## config.mk

```make
export PLATFORM = sky130hd
export DESIGN_NAME = modexp_engine
export DESIGN_NICKNAME = d
export VERILOG_FILES = /design/src/rtl/modexp_engine.sv
export SDC_FILE = /design/constraint.sdc
export NUM_CORES = 2
export LEC_CHECK = 0
export ABC_AREA = 1
export BUFFER_PORTS_ARGS = -buffer_cell sky130_fd_sc_hd__buf_2
export CAP_MARGIN = 20
export CORE_UTILIZATION = 40
export CTS_CLUSTER_SIZE = 24
export DETAILED_ROUTE_END_ITERATION = 10
export HOLD_SLACK_MARGIN = 0.06
export PLACE_DENSITY_LB_ADDON = 0.08
export SYNTH_ARGS = -nofsm -noshare
export SYNTH_HDL_FRONTEND = slang
export SYNTH_SLANG_ARGS = --single-unit
```

## constraint.sdc

```tcl
create_clock -name CLK -period 5.5 [get_ports CLK]
set_clock_uncertainty 0.1 [all_clocks]
set_input_delay 0.825 -clock CLK [delete_from_list [all_inputs] [get_ports CLK]]
set_output_delay 0.825 -clock CLK [all_outputs]
set_load 0.01 [all_outputs]
```

## src/rtl/modexp_engine.sv

```systemverilog
// Modular exponentiation engine: RESULT = M^E mod N by left-to-right square-and-multiply
// on top of a bit-serial interleaved (shift-add) modular multiplier.
module modexp_engine #(
  parameter int BITS = 64
) (
  input  logic            CLK,
  input  logic            RESET,
  input  logic            LOAD,
  input  logic            GO,
  input  logic [BITS-1:0] M,
  input  logic [BITS-1:0] E,
  input  logic [BITS-1:0] N,
  output logic [BITS-1:0] RESULT,
  output logic            DONE,
  output logic            BUSY,
  output logic            ERR
);

  localparam int PW = BITS + 2;
  localparam int IW = (BITS > 1) ? $clog2(BITS) : 1;
  localparam logic [IW-1:0] TOP_BIT = IW'(BITS - 1);

  // The exponent-bit decision (NEXT) is folded into the last multiply cycle,
  // so it has no state encoding of its own.
  typedef enum logic [2:0] {
    IDLE,
    INIT,
    SQR,
    MUL,
    FIN,
    HOLD
  } state_t;

  state_t          state;
  logic [BITS-1:0] mr, er, nr;
  logic [BITS-1:0] a;
  logic [PW-1:0]   p;
  logic [IW-1:0]   i, j;
  logic            mload;

  logic [PW-1:0]   addend;
  logic [PW-1:0]   t;
  logic [PW-1:0]   red;

  // Bring T (< 3*Nr) back below Nr with at most one of two conditional subtractions.
  function automatic logic [PW-1:0] mod_reduce(input logic [PW-1:0] tv,
                                               input logic [BITS-1:0] n);
    logic [PW-1:0] n1, n2;
    n1 = {2'b00, n};
    n2 = {1'b0, n, 1'b0};
    if (tv >= n2)
      mod_reduce = tv - n2;
    else if (tv >= n1)
      mod_reduce = tv - n1;
    else
      mod_reduce = tv;
  endfunction

  // Multiplier datapath: X is always A, Y is A when squaring and Mr when multiplying.
  always_comb begin
    addend = '0;
    if (a[j])
      addend = (state == MUL) ? {2'b00, mr} : {2'b00, a};
    t   = p + p + addend;
    red = mod_reduce(t, nr);
  end

  always_ff @(posedge CLK) begin
    if (RESET) begin
      state  <= IDLE;
      mr     <= '0;
      er     <= '0;
      nr     <= '0;
      a      <= '0;
      p      <= '0;
      i      <= '0;
      j      <= '0;
      mload  <= 1'b0;
      RESULT <= '0;
      DONE   <= 1'b0;
      BUSY   <= 1'b0;
      ERR    <= 1'b0;
    end else begin
      case (state)
        IDLE: begin
          if (LOAD) begin
            mr <= M;
            er <= E;
            nr <= N;
          end else if (GO) begin
            state <= INIT;
          end
        end

        INIT: begin
          BUSY <= 1'b1;
          if (nr == '0 || mr >= nr) begin
            ERR    <= 1'b1;
            RESULT <= '0;
            a      <= '0;
            state  <= FIN;
          end else begin
            ERR   <= 1'b0;
            a     <= (nr == BITS'(1)) ? '0 : BITS'(1);
            i     <= TOP_BIT;
            mload <= 1'b1;
            state <= SQR;
          end
        end

        SQR, MUL: begin
          if (mload) begin
            p     <= '0;
            j     <= TOP_BIT;
            mload <= 1'b0;
          end else if (j != '0) begin
            p <= red;
            j <= j - 1'b1;
          end else begin
            // Last multiplier cycle: commit the product and pick the next step.
            a     <= red[BITS-1:0];
            p     <= '0;
            mload <= 1'b1;
            if (state == SQR && er[i]) begin
              state <= MUL;
            end else if (i == '0) begin
              mload <= 1'b0;
              state <= FIN;
            end else begin
              i     <= i - 1'b1;
              state <= SQR;
            end
          end
        end

        FIN: begin
          RESULT <= a;
          DONE   <= 1'b1;
          BUSY   <= 1'b0;
          state  <= HOLD;
        end

        HOLD: begin
          if (LOAD) begin
            DONE  <= 1'b0;
            ERR   <= 1'b0;
            mr    <= M;
            er    <= E;
            nr    <= N;
            state <= IDLE;
          end
        end

        default: state <= IDLE;
      endcase
    end
  end

endmodule

```

Word level (Yosys, flattened, before mapping)
Cells that the tools add are included.

word-level totals
  register bits after elaboration = 405
  output and inout port bits = 67
  input bits = 196

operators by class
  mux-type cells = 45
  $add $sub $neg = 6
  eq/ne operators = 15
  $lt $le $gt $ge = 5
  reduce and logical (&&, ||, !) cells = 22

operators by type and width
  kind                                                                           number
  64-bit 2-to-1 mux                                                              5
  66-bit 2-to-1 mux                                                              4
  64-bit one-hot mux with 2 select lines                                         2
  66-bit adder                                                                   2
  66-bit by 64-bit >= comparator with 1-bit output                               1
  66-bit by 65-bit >= comparator with 1-bit output                               1
  66-bit by 64-bit subtractor with 66-bit output                                 1
  66-bit by 65-bit subtractor with 66-bit output                                 1
  64-bit by 1-bit == test with 1-bit output (second input constant)              1
  64-bit >= comparator                                                           1
  64-bit zero test                                                               1
  6-bit 2-to-1 mux                                                               7
  3-bit 2-to-1 mux                                                               8
  2-bit != test (second input constant)                                          9
  3-bit one-hot mux with 5 select lines                                          1
  6-bit by 7-bit less-than comparator with 1-bit output (second input constant)  2
  1-bit binary-select mux with 6-bit select                                      2
  6-bit one-hot mux with 2 select lines                                          1
  2-bit AND reduction                                                            6
  6-bit by 1-bit subtractor with 6-bit output (second input constant)            2
  1-bit 2-to-1 mux                                                               11
  2-bit nonzero test                                                             5
  1-bit one-hot mux with 2 select lines                                          4
  3-bit by 2-bit == test with 1-bit output (second input constant)               2
  11 further kinds                                                               13

Logic depth before layout (Yosys ltp)
  word-level depth = 10
  depth in mapped cells = 47
  mapped depth without buffers = 43

Least setup slack after synthesis
OpenSTA, ideal clock, no wires.

  path kind = reg2reg
  start point = reg state[1]
  end point = reg a[57]
  path slack = -0.187 ns
  clock period less this slack = 5.687 ns
  arrival = 5.455 ns
  required time = 5.268 ns
  stages on the path, launching flop included = 37
  cells stage by stage = dfxtp_1 -> inv_2 -> nor2_4 -> inv_2 -> nor2_1 -> clkbuf_1 -> inv_2 -> clkbuf_1 -> clkbuf_1 -> a211oi_1 -> ha_1 -> fa_1 -> nand2_1 -> a21oi_1 -> a21oi_1 -> o21ai_0 -> nand2_1 -> nand2b_1 -> xor2_1 -> inv_1 -> ha_1 -> inv_1 -> o21bai_1 -> a21boi_0 -> nand2_1 -> nand2_1 -> nand2_1 -> a21oi_1 -> nand2_1 -> nand3_1 -> buf_4 -> clkbuf_1 -> nand3_1 -> nand2_1 -> nand3_2 -> nand3_1 -> a21oi_1

between the ends
  longest elaborated chain between the ends = 10

ends and longest elaborated chain
  what                                                                                                                RTL line  RTL
  start, declared                                                                                                     34        state_t state;
  start signal, assigned                                                                                              70        state <= IDLE;
  start signal, assigned                                                                                              91        state <= INIT;
  start signal, assigned                                                                                              101       state <= FIN;
  3-bit by 2-bit == test with 1-bit output                                                                            63, 84
  64-bit 2-to-1 mux                                                                                                   63        addend = (state == MUL) ? {2'b00, mr} : {2'b00, a};
  64-bit 2-to-1 mux                                                                                                   62        if (a[j])
  66-bit adder                                                                                                        64        t = p + p + addend;
  66-bit by 64-bit subtractor with 66-bit output or 66-bit by 64-bit >= comparator with 1-bit output (tied branches)  54, 53
  66-bit 2-to-1 mux                                                                                                   53        else if (tv >= n1)
  66-bit 2-to-1 mux                                                                                                   51        if (tv >= n2)
  64-bit 2-to-1 mux                                                                                                   116       end else if (j != '0) begin
  64-bit 2-to-1 mux                                                                                                   112       if (mload) begin
  64-bit one-hot mux with 2 select lines                                                                              84        case (state)
  end signal, assigned                                                                                                104       a <= (nr == BITS'(1)) ? '0 : BITS'(1);
  end signal, assigned                                                                                                121       a <= red[BITS-1:0];
  end, declared                                                                                                       36        logic [BITS-1:0] a;

Parallel ways exist; a longest one is shown, timed or not. The select of a mux whose other input is x is not followed.
A chain may end at the register's enable or synchronous reset.

Final worst setup path
  start point = reg j[0]
  end point = reg p[26]

between the ends
  longest elaborated chain between the ends = 9

ends and longest elaborated chain
  what                                                                                                                RTL line  RTL
  start, declared                                                                                                     38        logic [IW-1:0] i, j;
  start signal, assigned                                                                                              118       j <= j - 1'b1;
  1-bit binary-select mux with 6-bit select                                                                           62
  1-bit 2-to-1 mux (not written as such)                                                                              62
  64-bit 2-to-1 mux                                                                                                   62
  66-bit adder                                                                                                        64
  66-bit by 64-bit subtractor with 66-bit output or 66-bit by 64-bit >= comparator with 1-bit output (tied branches)  54, 53
  66-bit 2-to-1 mux                                                                                                   53
  66-bit 2-to-1 mux                                                                                                   51
  66-bit 2-to-1 mux (*)                                                                                               116
  66-bit 2-to-1 mux (*)                                                                                               112
  end signal, assigned                                                                                                117       p <= red;
  end, declared                                                                                                       37        logic [PW-1:0] p;

Every way passes the cells marked *; elsewhere a longest branch is shown, timed or not. The select of a mux whose other input is x is not followed.

==> impl_metrics.prom <==
# TYPE chip_impl_metric gauge
chip_impl_info{name="status",value="complete, but fails checks"} 1
chip_impl_info{name="failed_checks",value="negative setup slack"} 1
chip_impl_metric{name="endpoints_failing_hold",unit=""} 0
chip_impl_metric{name="syn_inst",unit=""} 5471
chip_impl_metric{name="finalCritPeriodShare",unit=""} 1.21
chip_impl_metric{name="clock_sink_count",unit=""} 404
chip_impl_info{name="synth_most_common_cell",value="sky130_fd_sc_hd__nand2_1"} 1
chip_impl_metric{name="grt_max_degree",unit=""} 165
chip_impl_metric{name="setup_slack",unit="ns"} -1.15
chip_impl_metric{name="cts_hold_repair.buffers",unit=""} 0
chip_impl_metric{name="detail_route.iter0.violations",unit=""} 5330
chip_impl_info{name="hold_path_startpoint",value="M[4]"} 1
chip_impl_metric{name="timing.max_cap.violations",unit=""} 0
chip_impl_metric{name="floorplan.rows",unit=""} 105
chip_impl_info{name="timing.critical_path.from_type",value="register"} 1
chip_impl_metric{name="global_route_wire_length_before_repair",unit="um"} 264000
chip_impl_info{name="reg2reg_from",value="j[0]"} 1
chip_impl_metric{name="worst-endpoint-required",unit="ns"} 5.96
chip_impl_metric{name="overflow_after_grt",unit=""} 0
chip_impl_metric{name="track_usage",unit=""} 0.420
chip_impl_info{name="timing_worst_setup_path_type",value="register to register"} 1
chip_impl_metric{name="worstMarginPinSlew",unit="ns"} 1.10
chip_impl_metric{name="max_freq",unit="MHz"} 150
chip_impl_metric{name="flow.area_growth_from_synthesis",unit="%"} 56.6
chip_impl_metric{name="timing.slew.headroom",unit=""} 0.263
chip_impl_metric{name="netlist.area_leader.share",unit=""} 0.242
chip_impl_metric{name="synth-seq-cells",unit=""} 404
chip_impl_metric{name="rrSetupSlack",unit="ns"} -1.15
chip_impl_metric{name="floorplan.die.width",unit="um"} 291
chip_impl_metric{name="htree_num_levels",unit=""} 2
chip_impl_metric{name="critical_path_peak_fanout",unit=""} 10
chip_impl_info{name="cts_tree",value="done"} 1
chip_impl_metric{name="synthXorXnorAreaFrac",unit=""} 0.0390
chip_impl_metric{name="detail_route.wirelength",unit="um"} 189000
chip_impl_metric{name="drtAntennaViolNets",unit=""} 0
chip_impl_metric{name="floorplan.initialDensity",unit=""} 0.406
chip_impl_metric{name="basic_gate_share_of_the_synthesized_area_counting_and_or_nand_and_nor_cells",unit=""} 0.330
chip_impl_metric{name="post_synth_edffs",unit=""} 0
chip_impl_metric{name="firstDrtPassIters",unit=""} 6
chip_impl_metric{name="critical-path-max-stage-delay",unit="ns"} 0.38
chip_impl_info{name="clock-root-buffer",value="sky130_fd_sc_hd__clkbuf_16"} 1
chip_impl_info{name="synth_top_flop_cell",value="sky130_fd_sc_hd__dfxtp_1"} 1
chip_impl_metric{name="drc_violation_count_after_routing",unit=""} 0
chip_impl_metric{name="yosys-mux-area-fraction",unit=""} 0
chip_impl_metric{name="fin_cells",unit=""} 8088
chip_impl_info{name="rsz_0062_raised_after_global_routing",value="yes"} 1
chip_impl_metric{name="worstRegToRegCells",unit=""} 43
chip_impl_metric{name="final_period_minus_worst_setup_slack",unit="ns"} 6.65
chip_impl_info{name="critical_path.reg2reg.endpoint",value="p[26]"} 1
chip_impl_metric{name="detail_route.wl_per_cell",unit="um"} 23.4
chip_impl_metric{name="clock_insertion_delay_worst_skew",unit="ns"} 0.65
chip_impl_metric{name="chipHeight",unit="um"} 291
chip_impl_metric{name="grt_pass1_vias",unit=""} 41173
chip_impl_metric{name="final_design_area_no_fill",unit="mm^2"} 0.0524
chip_impl_metric{name="dpl.cell_count",unit=""} 7861
chip_impl_info{name="yosysTopAreaCell",value="sky130_fd_sc_hd__dfxtp_1"} 1
chip_impl_info{name="yosys-top-cells-count",value="1281 x sky130_fd_sc_hd__nand2_1, 752 x sky130_fd_sc_hd__nor2_1, 623 x sky130_fd_sc_hd__a21oi_1, 551 x sky130_fd_sc_hd__inv_1, 418 x sky130_fd_sc_hd__nand3_1"} 1
chip_impl_metric{name="layout.nets",unit=""} 7432
chip_impl_metric{name="async_reset_ff_frac",unit=""} 0
chip_impl_metric{name="crit_arrival",unit="ns"} 7.10
chip_impl_metric{name="synth_adder_area_share",unit=""} 0.0979
chip_impl_metric{name="critPathBufInv",unit=""} 15
chip_impl_info{name="netlist_top_cells_area",value="sky130_fd_sc_hd__dfxtp_1 24%, sky130_fd_sc_hd__nand2_1 14%, sky130_fd_sc_hd__ha_1 9.6%"} 1
chip_impl_metric{name="synth_compound_gate_area_share",unit=""} 0.199
chip_impl_metric{name="synth-warning-count",unit=""} 0
chip_impl_metric{name="gp_routability_congestion",unit=""} 1.11
chip_impl_metric{name="clk_path_buf_depth",unit=""} 3
chip_impl_metric{name="syn_area",unit="mm^2"} 0.0335
chip_impl_metric{name="synth-seq-area-share",unit=""} 0.242
chip_impl_metric{name="vias_per_cell",unit=""} 5.57
chip_impl_metric{name="drive_above_1_share",unit=""} 0.365
chip_impl_metric{name="final_hpwl_from_detailed_placement",unit="um"} 148000
chip_impl_info{name="critPathSlowestCell",value="sky130_fd_sc_hd__dfxtp_4"} 1
chip_impl_metric{name="floorplan.die_area",unit="mm^2"} 0.0848
chip_impl_info{name="worstSetupEndpointType",value="register"} 1
chip_impl_metric{name="cts.reportedPaths.clkPinSlew",unit="ns"} 0.06
chip_impl_metric{name="num_io_pins",unit=""} 263
chip_impl_metric{name="net_count_of_the_mapped_netlist",unit=""} 5927
chip_impl_info{name="min_path_type",value="primary input to register"} 1
chip_impl_info{name="critical_path.top_delay_family",value="buffers and inverters"} 1
chip_impl_metric{name="synth_area_per_cell",unit="um^2"} 6.12
chip_impl_info{name="dominant_combinational_cell_family_by_area_after_synthesis",value="simple AND/OR/NAND/NOR gates"} 1
chip_impl_metric{name="finalSetupViolCount",unit=""} 129
chip_impl_metric{name="grt_antenna_before_repair",unit=""} 3
chip_impl_metric{name="slew_violations",unit=""} 0
chip_impl_metric{name="numCtsBuffers",unit=""} 48
chip_impl_metric{name="core_area",unit="mm^2"} 0.0825
chip_impl_info{name="whs_endpoint",value="mr[4]"} 1
chip_impl_metric{name="placedInstanceArea",unit="mm^2"} 0.0451
chip_impl_metric{name="buffer_ports.inserted",unit=""} 262
chip_impl_metric{name="number_of_vias_in_the_routed_layout",unit=""} 45054
chip_impl_metric{name="min_delay_path_depth",unit=""} 3
chip_impl_metric{name="post_synth_num_cell_types",unit=""} 51
==> worst min-delay path, cell delays in order <==
cell                      delay, ns
sky130_fd_sc_hd__buf_2         0.07
sky130_fd_sc_hd__o21ai_0       0.07
sky130_fd_sc_hd__nor2_1        0.08
==> cells in the final DEF (no fill, tap or decap), types with 50 or more instances in the layout <==
cell	n
sky130_fd_sc_hd__a21oi_1	521
sky130_fd_sc_hd__a21oi_2	98
sky130_fd_sc_hd__buf_2	261
sky130_fd_sc_hd__buf_4	1301
sky130_fd_sc_hd__clkbuf_16	59
sky130_fd_sc_hd__dfxtp_1	402
sky130_fd_sc_hd__ha_1	205
sky130_fd_sc_hd__inv_1	488
sky130_fd_sc_hd__inv_2	61
sky130_fd_sc_hd__nand2_1	1043
sky130_fd_sc_hd__nand2_2	218
sky130_fd_sc_hd__nand3_1	335
sky130_fd_sc_hd__nand3_2	76
sky130_fd_sc_hd__nand3b_1	50
sky130_fd_sc_hd__nor2_1	659
sky130_fd_sc_hd__nor2_2	66
sky130_fd_sc_hd__o21ai_0	367
sky130_fd_sc_hd__xnor2_1	62
==> cell families (layout without fill, tap and decap cells) <==
logic type,count (synthesis),count (layout)
XOR/XNOR,149,149
flip-flops,404,404
AND/OR/NAND/NOR,2652,2652
other,0,3
buffers and inverters,775,2319
adder cells (fa/ha/maj),260,260
AO/OA/AOI/OAI,1231,1231
==> flip-flops by register name (all words and copies together) (netlist names), 3 cells and up <==
register,flops
p,65
RESULT,64
a,64
er,64
mr,64
nr,64
i,6
j,6
state,3
==> final cells by class <==
cell class | instances | area, um^2
multi-input combinational | 4292 | 26200
antenna | 3 | 7.51
inverter | 567 | 2170
sequential | 404 | 8090
timing repair buffer | 1663 | 13000
clock buffer | 70 | 1410
fill | 7824 | 30100
clock inverter | 19 | 200
tap | 1070 | 1340
==> worst max-delay path by stage <==
stage	start	to	slack [ns]	depth (start not counted)
2_1_floorplan	j[0]	a[57]	0.02	42
3_3_place_gp	j[0]	a[41]	-1.78	43
3_5_place_dp	j[0]	a[41]	-1.70	43
4_1_cts	j[0]	a[41]	-0.98	41
5_1_grt	j[0]	p[26]	-1.34	43
6_report	j[0]	p[26]	-1.15	43
==> metal layers <==
layer / part of all wire / track usage / vias up
met4: 0.040 / 0.130 / 0
met3: 0.12 / 0.110 / 367
li1: - / - / 21088
met1: 0.44 / 0.602 / 21293
met5: 0 / 0 / -
met2: 0.41 / 0.606 / 2306
==> metrics by stage <==
step / util / setup TNS [ns] / worst slack (ns) / hold slack, ns
2_1_floorplan: - / 0 / 0.0175 / 0.324
3_3_place_gp: 0.546 / -215.02 / -1.78 / 0.344
3_5_place_dp: 0.546 / -206.03 / -1.70 / 0.349
4_1_cts: 0.599 / -113.62 / -0.982 / 0.312
5_1_grt: 0.635 / -153.82 / -1.34 / 0.368
6_report: 0.635 / -126.83 / -1.15 / 0.332
==> timing repair <==
item	in CTS	in global routing
buffers inserted	54	55
pin swaps	74	126
cloned	15	13
endpoints found under the setup margin	129	129
resized for setup	489	531
Power is not shown: default switching activity piles up to over one toggle a cycle in this logic, so the estimate is an artifact.
